[src/rtl/rgb_axis_packer.sv]
// Colour-mapper pixel stream to AXI4-Stream video master with a skid FIFO,
// early stall, line/frame markers and a sticky overflow flag.
module rgb_axis_packer #(
    parameter int WIDTH      = 640,
    parameter int HEIGHT     = 480,
    parameter int FIFO_DEPTH = 16,
    parameter int SLACK      = 4
) (
    input  logic        clk,
    input  logic        reset,
    input  logic [23:0] rgb_in,
    input  logic        valid_in,
    output logic        stall,
    output logic [23:0] m_axis_tdata,
    output logic        m_axis_tvalid,
    input  logic        m_axis_tready,
    output logic        m_axis_tuser,
    output logic        m_axis_tlast,
    output logic        frame_done,
    output logic        overflow
);
    localparam int AW = $clog2(FIFO_DEPTH);
    localparam int XW = $clog2(WIDTH);
    localparam int YW = (HEIGHT > 1) ? $clog2(HEIGHT) : 1;
    localparam int OW = AW + 2;

    localparam logic [AW:0]   FULL_CNT = (AW+1)'(FIFO_DEPTH);
    localparam logic [OW-1:0] STALL_TH = OW'(FIFO_DEPTH + 1 - SLACK);
    localparam logic [XW-1:0] X_LAST   = XW'(WIDTH - 1);
    localparam logic [YW-1:0] Y_LAST   = YW'(HEIGHT - 1);

    logic [23:0]   mem [FIFO_DEPTH];
    logic [AW-1:0] wr_ptr, rd_ptr;
    logic [AW:0]   cnt, cnt_next;
    logic [OW-1:0] occ_next;
    logic [XW-1:0] x;
    logic [YW-1:0] y;

    logic pop, reg_load, fifo_empty, fifo_full;
    logic bypass, fifo_rd, fifo_wr, drop, tvalid_next;
    logic x_end, y_end;

    always_comb begin
        pop        = m_axis_tvalid & m_axis_tready;
        reg_load   = ~m_axis_tvalid | pop;
        fifo_empty = (cnt == '0);
        fifo_full  = (cnt == FULL_CNT);
        // An empty FIFO is skipped so a lone pixel reaches tvalid one cycle later.
        bypass     = reg_load & fifo_empty & valid_in;
        fifo_rd    = reg_load & ~fifo_empty;
        // A full FIFO still accepts when its head moves to the output register.
        fifo_wr    = valid_in & ~bypass & (~fifo_full | fifo_rd);
        drop       = valid_in & ~bypass & fifo_full & ~fifo_rd;
        cnt_next   = cnt + (AW+1)'(fifo_wr) - (AW+1)'(fifo_rd);
        tvalid_next = reg_load ? (fifo_rd | bypass) : 1'b1;
        occ_next   = OW'(cnt_next) + OW'(tvalid_next);
        x_end      = (x == X_LAST);
        y_end      = (y == Y_LAST);
    end

    // Markers derive from the position of the held pixel, so they cannot move until a pop.
    assign m_axis_tuser = m_axis_tvalid & (x == '0) & (y == '0);
    assign m_axis_tlast = m_axis_tvalid & x_end;

    always_ff @(posedge clk) begin
        if (fifo_wr) mem[wr_ptr] <= rgb_in;
    end

    always_ff @(posedge clk or negedge reset) begin
        if (!reset) begin
            wr_ptr        <= '0;
            rd_ptr        <= '0;
            cnt           <= '0;
            m_axis_tvalid <= 1'b0;
            m_axis_tdata  <= '0;
            x             <= '0;
            y             <= '0;
            frame_done    <= 1'b0;
            overflow      <= 1'b0;
            stall         <= 1'b0;
        end else begin
            if (fifo_wr) wr_ptr <= wr_ptr + AW'(1);
            if (fifo_rd) rd_ptr <= rd_ptr + AW'(1);
            cnt <= cnt_next;

            if (reg_load) begin
                m_axis_tvalid <= fifo_rd | bypass;
                if (fifo_rd)     m_axis_tdata <= mem[rd_ptr];
                else if (bypass) m_axis_tdata <= rgb_in;
            end

            frame_done <= pop & x_end & y_end;
            if (pop) begin
                if (x_end) begin
                    x <= '0;
                    y <= y_end ? '0 : y + YW'(1);
                end else begin
                    x <= x + XW'(1);
                end
            end

            if (drop) overflow <= 1'b1;
            stall <= (occ_next >= STALL_TH);
        end
    end
endmodule

[config.mk]
export PLATFORM = sky130hd
export DESIGN_NAME = rgb_axis_packer
export DESIGN_NICKNAME = d
export VERILOG_FILES = /design/src/rtl/rgb_axis_packer.sv
export SDC_FILE = /design/constraint.sdc
export NUM_CORES = 1
export LEC_CHECK = 0
export ABC_AREA = 1
export BUFFER_PORTS_ARGS = -buffer_cell sky130_fd_sc_hd__buf_2
export CAP_MARGIN = 5
export CORE_ASPECT_RATIO = 1.5
export CORE_MARGIN = 3
export CORE_UTILIZATION = 45
export CTS_CLUSTER_SIZE = 30
export DETAILED_ROUTE_END_ITERATION = 6
export PLACE_DENSITY_LB_ADDON = 0.1
export SETUP_SLACK_MARGIN = 0.05
export SLEW_MARGIN = 10
export SYNTH_ARGS = -nofsm -noshare
export SYNTH_HDL_FRONTEND = slang
export SYNTH_SLANG_ARGS = --single-unit
[constraint.sdc]
create_clock -name clk -period 7.52 [get_ports clk]
set_input_delay 0.752 -clock clk [delete_from_list [all_inputs] [get_ports clk]]
set_output_delay 0.752 -clock clk [all_outputs]
set_load 0.05 [all_outputs]
After elaboration in Yosys (flattened, before gate mapping). Memory sizes are Yosys's and may differ from the RTL's. Cells that the tools add are included.

Memories kept: 1. Bits in writable memories: 384. Logic and storage cells: 56. Bits of input ports: 28. Output and inout bits: 30. Bits in registers: 60.

Bitwise gates (word level): 21. Reductions and logical operators: 6. Equality and inequality tests: 3. $lt $le $gt $ge: 1. Multiplexer cells: 7. Add/subtract/negate cells: 7.

Memory list: mem (depth 16, width 24, rd ports 1, clocked after memory_dff 0, write ports 1, line 32) `logic [23:0] mem [FIFO_DEPTH];`.

Operators with widths (number): $mux 24 (2); $and 1x1->1 (13); $add 10x1->10 const B (1); $eq 10x10->1 const B (1); $logic_not 10->1 (1); $mux 10 (1); $add 9x1->9 const B (1); $eq 9x9->1 const B (1); $logic_not 9->1 (1); $mux 9 (1); $add 4x1->4 const B (2); $add 5x1->6 (1); $ge 6x4->1 const B (1); $add 5x1->5 (1); $eq 5x5->1 const B (1); $logic_not 5->1 (1); $not 1->1 (5); $sub 5x1->5 (1); $reduce_and 2->1 (2); $mux 1 (3); $or 1x1->1 (3); $reduce_bool 2->1 (1).

Depth between registers and ports, before layout. Gate-level depths: netlist of the first run.

Depth in word-level cells: 11. Mapped depth: 18. Depth with buffers taken out: 18.

Worst setup path before layout of the first run. No wires, ideal clock.

Path kind: input -> register. Start: input m_axis_tready. End: register stall. Arrival time: 2.967 ns. Path buffers: 0. Setup time: 0.124 ns. Required time: 7.396 ns. Cell stages on the path: 14. Slack: 4.429 ns. Cells stage by stage: inv_1 -> nand2_1 -> nor3_1 -> nor2_1 -> o21ai_0 -> ha_1 -> inv_1 -> ha_1 -> fa_1 -> xor2_1 -> nand3_1 -> or2_2 -> nand3_1 -> nand3_1.

Word-level cells in the longest chain between the ends: 11. Elaborated cells on any way between the ends: 15. Those cells by class: add/sub: 3; order compare: 1; mux: 1; bitwise: 10.

Ends and longest elaborated chain: start: declaration (line 16) `input logic m_axis_tready,`; $and 1x1->1 * (line 44) `pop = m_axis_tvalid & m_axis_tready;`; $or 1x1->1 * (line 45) `reg_load = ~m_axis_tvalid | pop;`; $and 1x1->1 (2 in a row) (line 49) `bypass = reg_load & fifo_empty & valid_in;`; $not 1->1 (line 52) `fifo_wr = valid_in & ~bypass & (~fifo_full | fifo_rd);`; $and 1x1->1 (2 in a row) (line 52); $add 5x1->5 (line 54) `cnt_next = cnt + (AW+1)'(fifo_wr) - (AW+1)'(fifo_rd);`; $sub 5x1->5 * (line 54); via cnt_next[2] (line 34) `logic [AW:0] cnt, cnt_next;`; $add 5x1->6 * (line 56) `occ_next = OW'(cnt_next) + OW'(tvalid_next);`; $ge 6x4->1 * (line 103) `stall <= (occ_next >= STALL_TH);`; end signal: assignment (line 103); end: declaration (line 13) `output logic stall,`.

Mark *: on every way through the listed nets, which the timed path passes. The rest lies on a longest branch. A chain may end at the register's enable or synchronous reset.

Final worst setup path of the first run.
Start: register cnt[3]. End: register stall.

Word-level cells in the longest chain between the ends: 10. Elaborated cells on any way between the ends: 17. Those cells by class: add/sub: 3; order compare: 1; eq/ne: 1; mux: 1; bitwise: 10; reduce/logical: 1.

Ends and longest elaborated chain: start: declaration (line 34); start signal: assignment (line 84) `cnt <= cnt_next;`; $logic_not 5->1 (line 46) `fifo_empty = (cnt == '0);`; $and 1x1->1 (2 in a row) (line 49); $not 1->1 (line 52); $and 1x1->1 (2 in a row) (line 52); $add 5x1->5 (line 54); $sub 5x1->5 * (line 54); via cnt_next[2] (line 34); $add 5x1->6 * (line 56); $ge 6x4->1 * (line 103).

Marked as above.

==> qor.txt, run 1 <==
total gr overflow: 0
Power Total: 0.00807 W
register area share after synthesis: 0.672
Pwr Density: 374 nW/um2
Routed Antenna Nets: 0
drt pass-1 iters: 5
gpl congestion: 0.744
GRT Resource Usage Total: 0.211
RSZ-0062 raised after global routing: no
worst relative slew slack: 0.243
Yosys warning total: 0
CP max FO: 53
Mapped Area: 19400 um2
CTS root buffer: clkbuf_16
chip height: 260 um
worst slew pin tran: 1130 ps
Initial Util: 0.458
delay-heaviest family, CP: adder cells
antenna violations before repair: 3
first-pass GRT wire length: 73.6 mm
critical path depth in cells: 15
Row Count: 92
Slowest Stage Delay on Critical Path: 570 ps
dpl cells: 2472
proportion of layout cells with a drive suffix above 1: 0.0824
worst path cell trace: inv_1 > ha_1 > nand3_1 > nand2_1 > inv_2 > buf_4 > ha_1 > inv_1 > ha_1 > fa_1 > xor2_1 > nand3_1 > or2_2 > nand3_1 > nand3_1
clk_skew: 18.4 ps
design area: 21600 um2
Port Buffer Count: 57
# setup viols final: 0
CTS Buffer Depth: 3
maxcap violations: 0
CP Data Required Time: 7950 ps
crit path launch: cnt[3]
H-tree Lvls: 2
pin count of the biggest net entering global routing: 100
area of the multi-input gates: 5140 um2
FF+latch count, synth: 444
Clock transition at path regs: 60 ps
Worst Setup Path Type: reg -> reg
r2r startpoint: cnt[3]
status: finished, final reports clean
drt drc: 0
First DRT Iteration DRCs: 938
Die X-Extent: 176 um
total number of vias: 12.9k
Fillers: 3900
Slowest cell on crit path: buf_4
Hold Path Class: in -> async
Register-to-Register Path Depth: 15
Post-Syn Nets: 1971
Via density: 5.06
Slew Viols, Final: 0
number of buffers created by CTS: 44
fin nets: 2000
Buf+Inv Stages, Crit Path: 4
Post-CTS Resized: 0
post-layout min period: 3510 ps
LEAKAGE: 9.24 nW
clk_lat worst skew: 560 ps
Worst path most repeated cell: nand3_1
Peak VDD IR: 0.237 mV
Final TNS setup: 0 ps
Final Hold Viols: 0
Placed Area: 20200 um2
number of global-route vias before repair: 12.5k
fin crit share: 0.467
hpwl dp: 24.5 mm
Core Util, Final: 0.510
Cells after Synth: 1925
Mapped Avg Cell Area: 10.1 um2
Post-Route WL: 47.7 mm
I/O pin count: 58
WL/cell: 18.7 um
Reg area: 13000 um2
fmax: 0.285 GHz
die area: 45700 um2
fin cells: 2554
number of clock sinks: 444
Distinct cells, synth: 33
Worst Path Arrival: 3940 ps
CTS tree: yes
core area: 42400 um2
CTS Hold Bufs: 0
# diodes: 0
area grow syn2layout: 11.4%
CP Capture Type: register
postcts setup bufs: 0
CP Launch Type: register
## per-stage QoR
stage	worst slack, ps	hold slack, ps
floorplan	4430	456
global placement	3890	447
detailed placement	3780	448
CTS	4000	361
global route	3770	391
finish	4010	326
## cell families after synthesis
group | count (synthesis) | synth area share
fa+ha+maj | 18 | 0.0120
compound gates | 21 | 0.00587
xor+xnor | 14 | 0.00632
simple gates | 1097 | 0.234
flops | 444 | 0.672
buf+inv | 331 | 0.0700
## layout by cell type, fill, tap and decap left out, drive strengths merged, types with 12 or more instances in the layout
cell / count
edfxtp: 384
inv: 239
buf: 74
clkinv: 13
nand2: 706
nand3: 286
clkbuf: 66
o21ai: 15
xor2: 12
dfrtp: 60
ha: 17
nor2: 87
## state kept, by name, summed over array words and instances (netlist names)
name,cells
mem,384
m_axis_tdata,24
x,10
y,9
cnt,5
rd_ptr,4
wr_ptr,4
frame_done,1
m_axis_tvalid,1
overflow,1
stall,1
## report_power, final
part	leakage, nW	internal [W]	switching [W]	total (W)
sequential	4.16	0.00301	0.000194	0.00320
combinational	4.40	0.000740	0.00197	0.00271
clock	0.674	0.00124	0.000914	0.00215
## Yosys cell counts
master | number | area share
clkbuf_1 | 20 | 0.0039
o22ai_1 | 1 | 0.00032
nor3_1 | 5 | 0.0013
dfrtp_1 | 60 | 0.077
clkinv_2 | 1 | 0.00026
inv_1 | 235 | 0.045
nand3_1 | 286 | 0.074
buf_1 | 7 | 0.0014
fa_1 | 1 | 0.0010
nor3_4 | 1 | 0.00084
buf_2 | 52 | 0.013
a21oi_1 | 3 | 0.00077
nor2_2 | 1 | 0.00032
or2_2 | 2 | 0.00065
nor3_2 | 1 | 0.00052
nand4_1 | 7 | 0.0023
buf_6 | 1 | 0.00058
o21ai_0 | 14 | 0.0036
ha_1 | 17 | 0.011
nor4_1 | 1 | 0.00032
xnor2_1 | 2 | 0.00090
nor2_1 | 86 | 0.017
nand2_1 | 704 | 0.14
and2_1 | 1 | 0.00032
buf_4 | 11 | 0.0043
o211a_1 | 1 | 0.00052
clkinv_1 | 1 | 0.00019
xor2_1 | 12 | 0.0054
inv_2 | 3 | 0.00058
edfxtp_1 | 384 | 0.59
a21o_1 | 1 | 0.00039
o21ai_1 | 1 | 0.00026
nand2_2 | 2 | 0.00065
## final timing paths
kind	endpoint	slack, ps
max	stall	4010
min	m_axis_tdata[23]	330
max reg2reg	stall	4010
min reg2reg	overflow	460
max in group asynchronous	rd_ptr[0]	6460
min in group clk	overflow	460
## cell type report
| class | instances | share of cell area |
|---|---|---|
| clock buffer | 66 | 0.0572 |
| clock inverter | 16 | 0.00730 |
| tap | 564 | 0.0327 |
| multi-input combinational | 1150 | 0.238 |
| sequential | 444 | 0.604 |
| inverter | 240 | 0.0422 |
| timing repair buffer | 74 | 0.0192 |
## metal layers
metal / up-vias / routed length [um] / share of wire / GRT usage
met2: 286 / 23800 / 0.50 / 0.369
met4: 6 / 1170 / 0.025 / 0.0601
met5: - / 40 / 0.00084 / 0
met1: 6238 / 20500 / 0.43 / 0.274
li1: 6301 / - / - / -
met3: 82 / 2110 / 0.044 / 0.0307
No activity file was read; power rests on OpenSTA's default activity.
==> inputs of run 2 (changes only) <==
==> constraint.sdc (replaced) <==
create_clock -name clk -period 3.4 [get_ports clk]
set_input_delay 0.34 -clock clk [delete_from_list [all_inputs] [get_ports clk]]
set_output_delay 0.34 -clock clk [all_outputs]
set_load 0.05 [all_outputs]
==> run 2 against run 1 <==
Clock skew is 2.5 ps lower. Clock power is 110% higher. Critical endpoint unchanged. Largest power group unchanged. Die area stayed put.
==> qor.txt, run 2 (same netlist as run 1, synthesis figures left out) <==
number of clock sinks: 444 (unchanged)
Fillers: 3927 (+0.69%)
I/O pin count: 58 (unchanged)
Row Count: 92 (unchanged)
register with the most flip-flops: mem
hpwl dp: 28.1 mm (+15%)
CTS Buffer Depth: 3 (unchanged)
drt drc: 0 (unchanged)
r2r setup slk: 340 ps (-3660 ps)
number of buffers created by CTS: 44 (unchanged)
Worst Path Arrival: 3490 ps (-450 ps)
drt pass-1 iters: 5 (unchanged)
Register-to-Register Path Depth: 14 (-1)
CP Launch Type: register
Hold Crit Endpoint: overflow
maxcap violations: 0 (unchanged)
# setup viols final: 0 (unchanged)
most frequent cells in the layout: 704 x nand2_1, 384 x edfxtp_1, 286 x nand3_1, 234 x inv_1, 70 x nor2_1
CP Capture Type: register
fmax: 0.327 GHz (+15%)
# diodes: 0 (unchanged)
Power Total: 0.0179 W (+120%)
clk_skew: 15.9 ps (-2.45 ps)
biggest regs: mem (384), m_axis_tdata (24), x (10)
number of global-route vias before repair: 13.2k (+5.6%)
core area: 42400 um2 (unchanged)
Port Buffer Count: 57 (unchanged)
worst slew pin tran: 1150 ps (+14.3 ps)
LEAKAGE: 9.36 nW (+1.3%)
fin nets: 2021 (+1.1%)
clk_lat worst skew: 560 ps (about the same)
postcts setup bufs: 0 (unchanged)
CP max FO: 4 (-92%)
H-tree Lvls: 2 (unchanged)
r2r startpoint: cnt[3]
Hold Path Class: in -> reg
Final TNS setup: 0 ps (unchanged)
CP Data Required Time: 3830 ps (-4120 ps)
fin crit share: 0.900 (+0.432)
GRT Resource Usage Total: 0.221 (+0.00991)
Slew Viols, Final: 0 (unchanged)
max reg flops: 384 (unchanged)
Post-Route WL: 49.7 mm (+4.3%)
Hold Path Stages: 2
proportion of layout cells with a drive suffix above 1: 0.0906 (+0.00818)
Pwr Density: 822 nW/um2 (+120%)
Initial Util: 0.458 (unchanged)
pin count of the biggest net entering global routing: 195 (+95%)
Worst Setup Path Type: reg -> reg
WL/cell: 19.3 um (+3.6%)
post-layout min period: 3060 ps (-455 ps)
CTS tree: yes
First DRT Iteration DRCs: 865 (-7.8%)
Die X-Extent: 176 um (unchanged)
area grow syn2layout: 12.5%
antenna violations before repair: 0 (-3)
worst relative slew slack: 0.235 (-0.00772)
CTS root buffer: clkbuf_16
status: finished, final reports clean
RSZ-0062 raised after global routing: no
worst r2r dst: stall
Via density: 5.08 (+0.48%)
die area: 45700 um2 (unchanged)
chip height: 260 um (unchanged)
total number of vias: 13.1k (+1.2%)
Clock transition at path regs: 60 ps (about the same)
first-pass GRT wire length: 77.2 mm (+4.8%)
commonest non-fill, non-tap cell in the layout: nand2_1
gpl congestion: 0.802 (+7.7%)
total gr overflow: 0 (unchanged)
Peak VDD IR: 0.778 mV (+230%)
hold_sp: valid_in
Final Hold Viols: 0 (unchanged)
Routed Antenna Nets: 0 (unchanged)
run 2: cell count changes in the layout (fill, tap and decap cells not counted), moves of 2 or more:
cell	previous run	this run
buf_12	0	11
bufinv_16	3	0
clkinv_2	6	8
buf_4	18	27
run 2: layout make-up:
cell class | instances | area [um2] | area share
inverter | 240 | 908 | 0.0416
timing repair buffer | 95 | 713 | 0.0327
clock buffer | 66 | 1250 | 0.0571
tap | 564 | 706 | 0.0323
clock inverter | 14 | 72.6 | 0.00332
multi-input combinational | 1150 | 5140 | 0.236
sequential | 444 | 13000 | 0.597
run 2: what timing repair did:
action / in CTS / in global routing
hold buffers: 1 / 0
gates resized for setup: 0 / 1
endpoints found under the hold margin: 60 / 0
setup endpoints to repair: 0 / 1
run 2: report_power, final:
group / internal, W / total, W / switching [W]
combinational: 0.00179 / 0.00650 / 0.00471
sequential: 0.00665 / 0.00691 / 0.000254
clock: 0.00253 / 0.00454 / 0.00201
run 2: per-layer routing:
metal / vias up / part of all wire / GRT usage
met2: 298 / 0.51 / 0.392
met3: 74 / 0.044 / 0.0258
met5: - / 0 / 0
met4: 0 / 0.027 / 0.0660
met1: 6360 / 0.42 / 0.285
li1: 6340 / - / -
run 2: how the worst max path moves through the flow:
stage	from	end	slack, ps
after detailed placement	m_axis_tready	stall	220
final	cnt[3]	stall	340
after floorplan	m_axis_tvalid	stall	340
after global placement	m_axis_tready	stall	350
after CTS	cnt[3]	stall	240
after global routing	cnt[3]	stall	110
run 2: through the flow:
| step | setup WS [ps] | hold WS (ps) | cell area, um2 | instances | utilization |
|---|---|---|---|---|---|
| 2_1_floorplan | 343 | 44.4 | 19400 | 1925 | - |
| 3_3_place_gp | 346 | 450 | 20500 | 2492 | 0.484 |
| 3_5_place_dp | 221 | 444 | 20500 | 2492 | 0.484 |
| 4_1_cts | 245 | 34.6 | 21800 | 2573 | 0.515 |
| 5_1_grt | 114 | 54.6 | 21800 | 2573 | 0.515 |
| 6_report | 341 | 60.9 | 21800 | 2573 | 0.515 |
run 2: worst max-delay path, cell delays in order (launching register included):
cell     delay (ps)
dfrtp_1         390
inv_1            80
ha_1            170
nand3_1         180
nand2_1         170
inv_2            50
ha_1            260
inv_1            40
ha_1            200
fa_1            420
xor2_1          330
nand3_1         180
or2_2           320
nand3_1          80
nand3_1          70
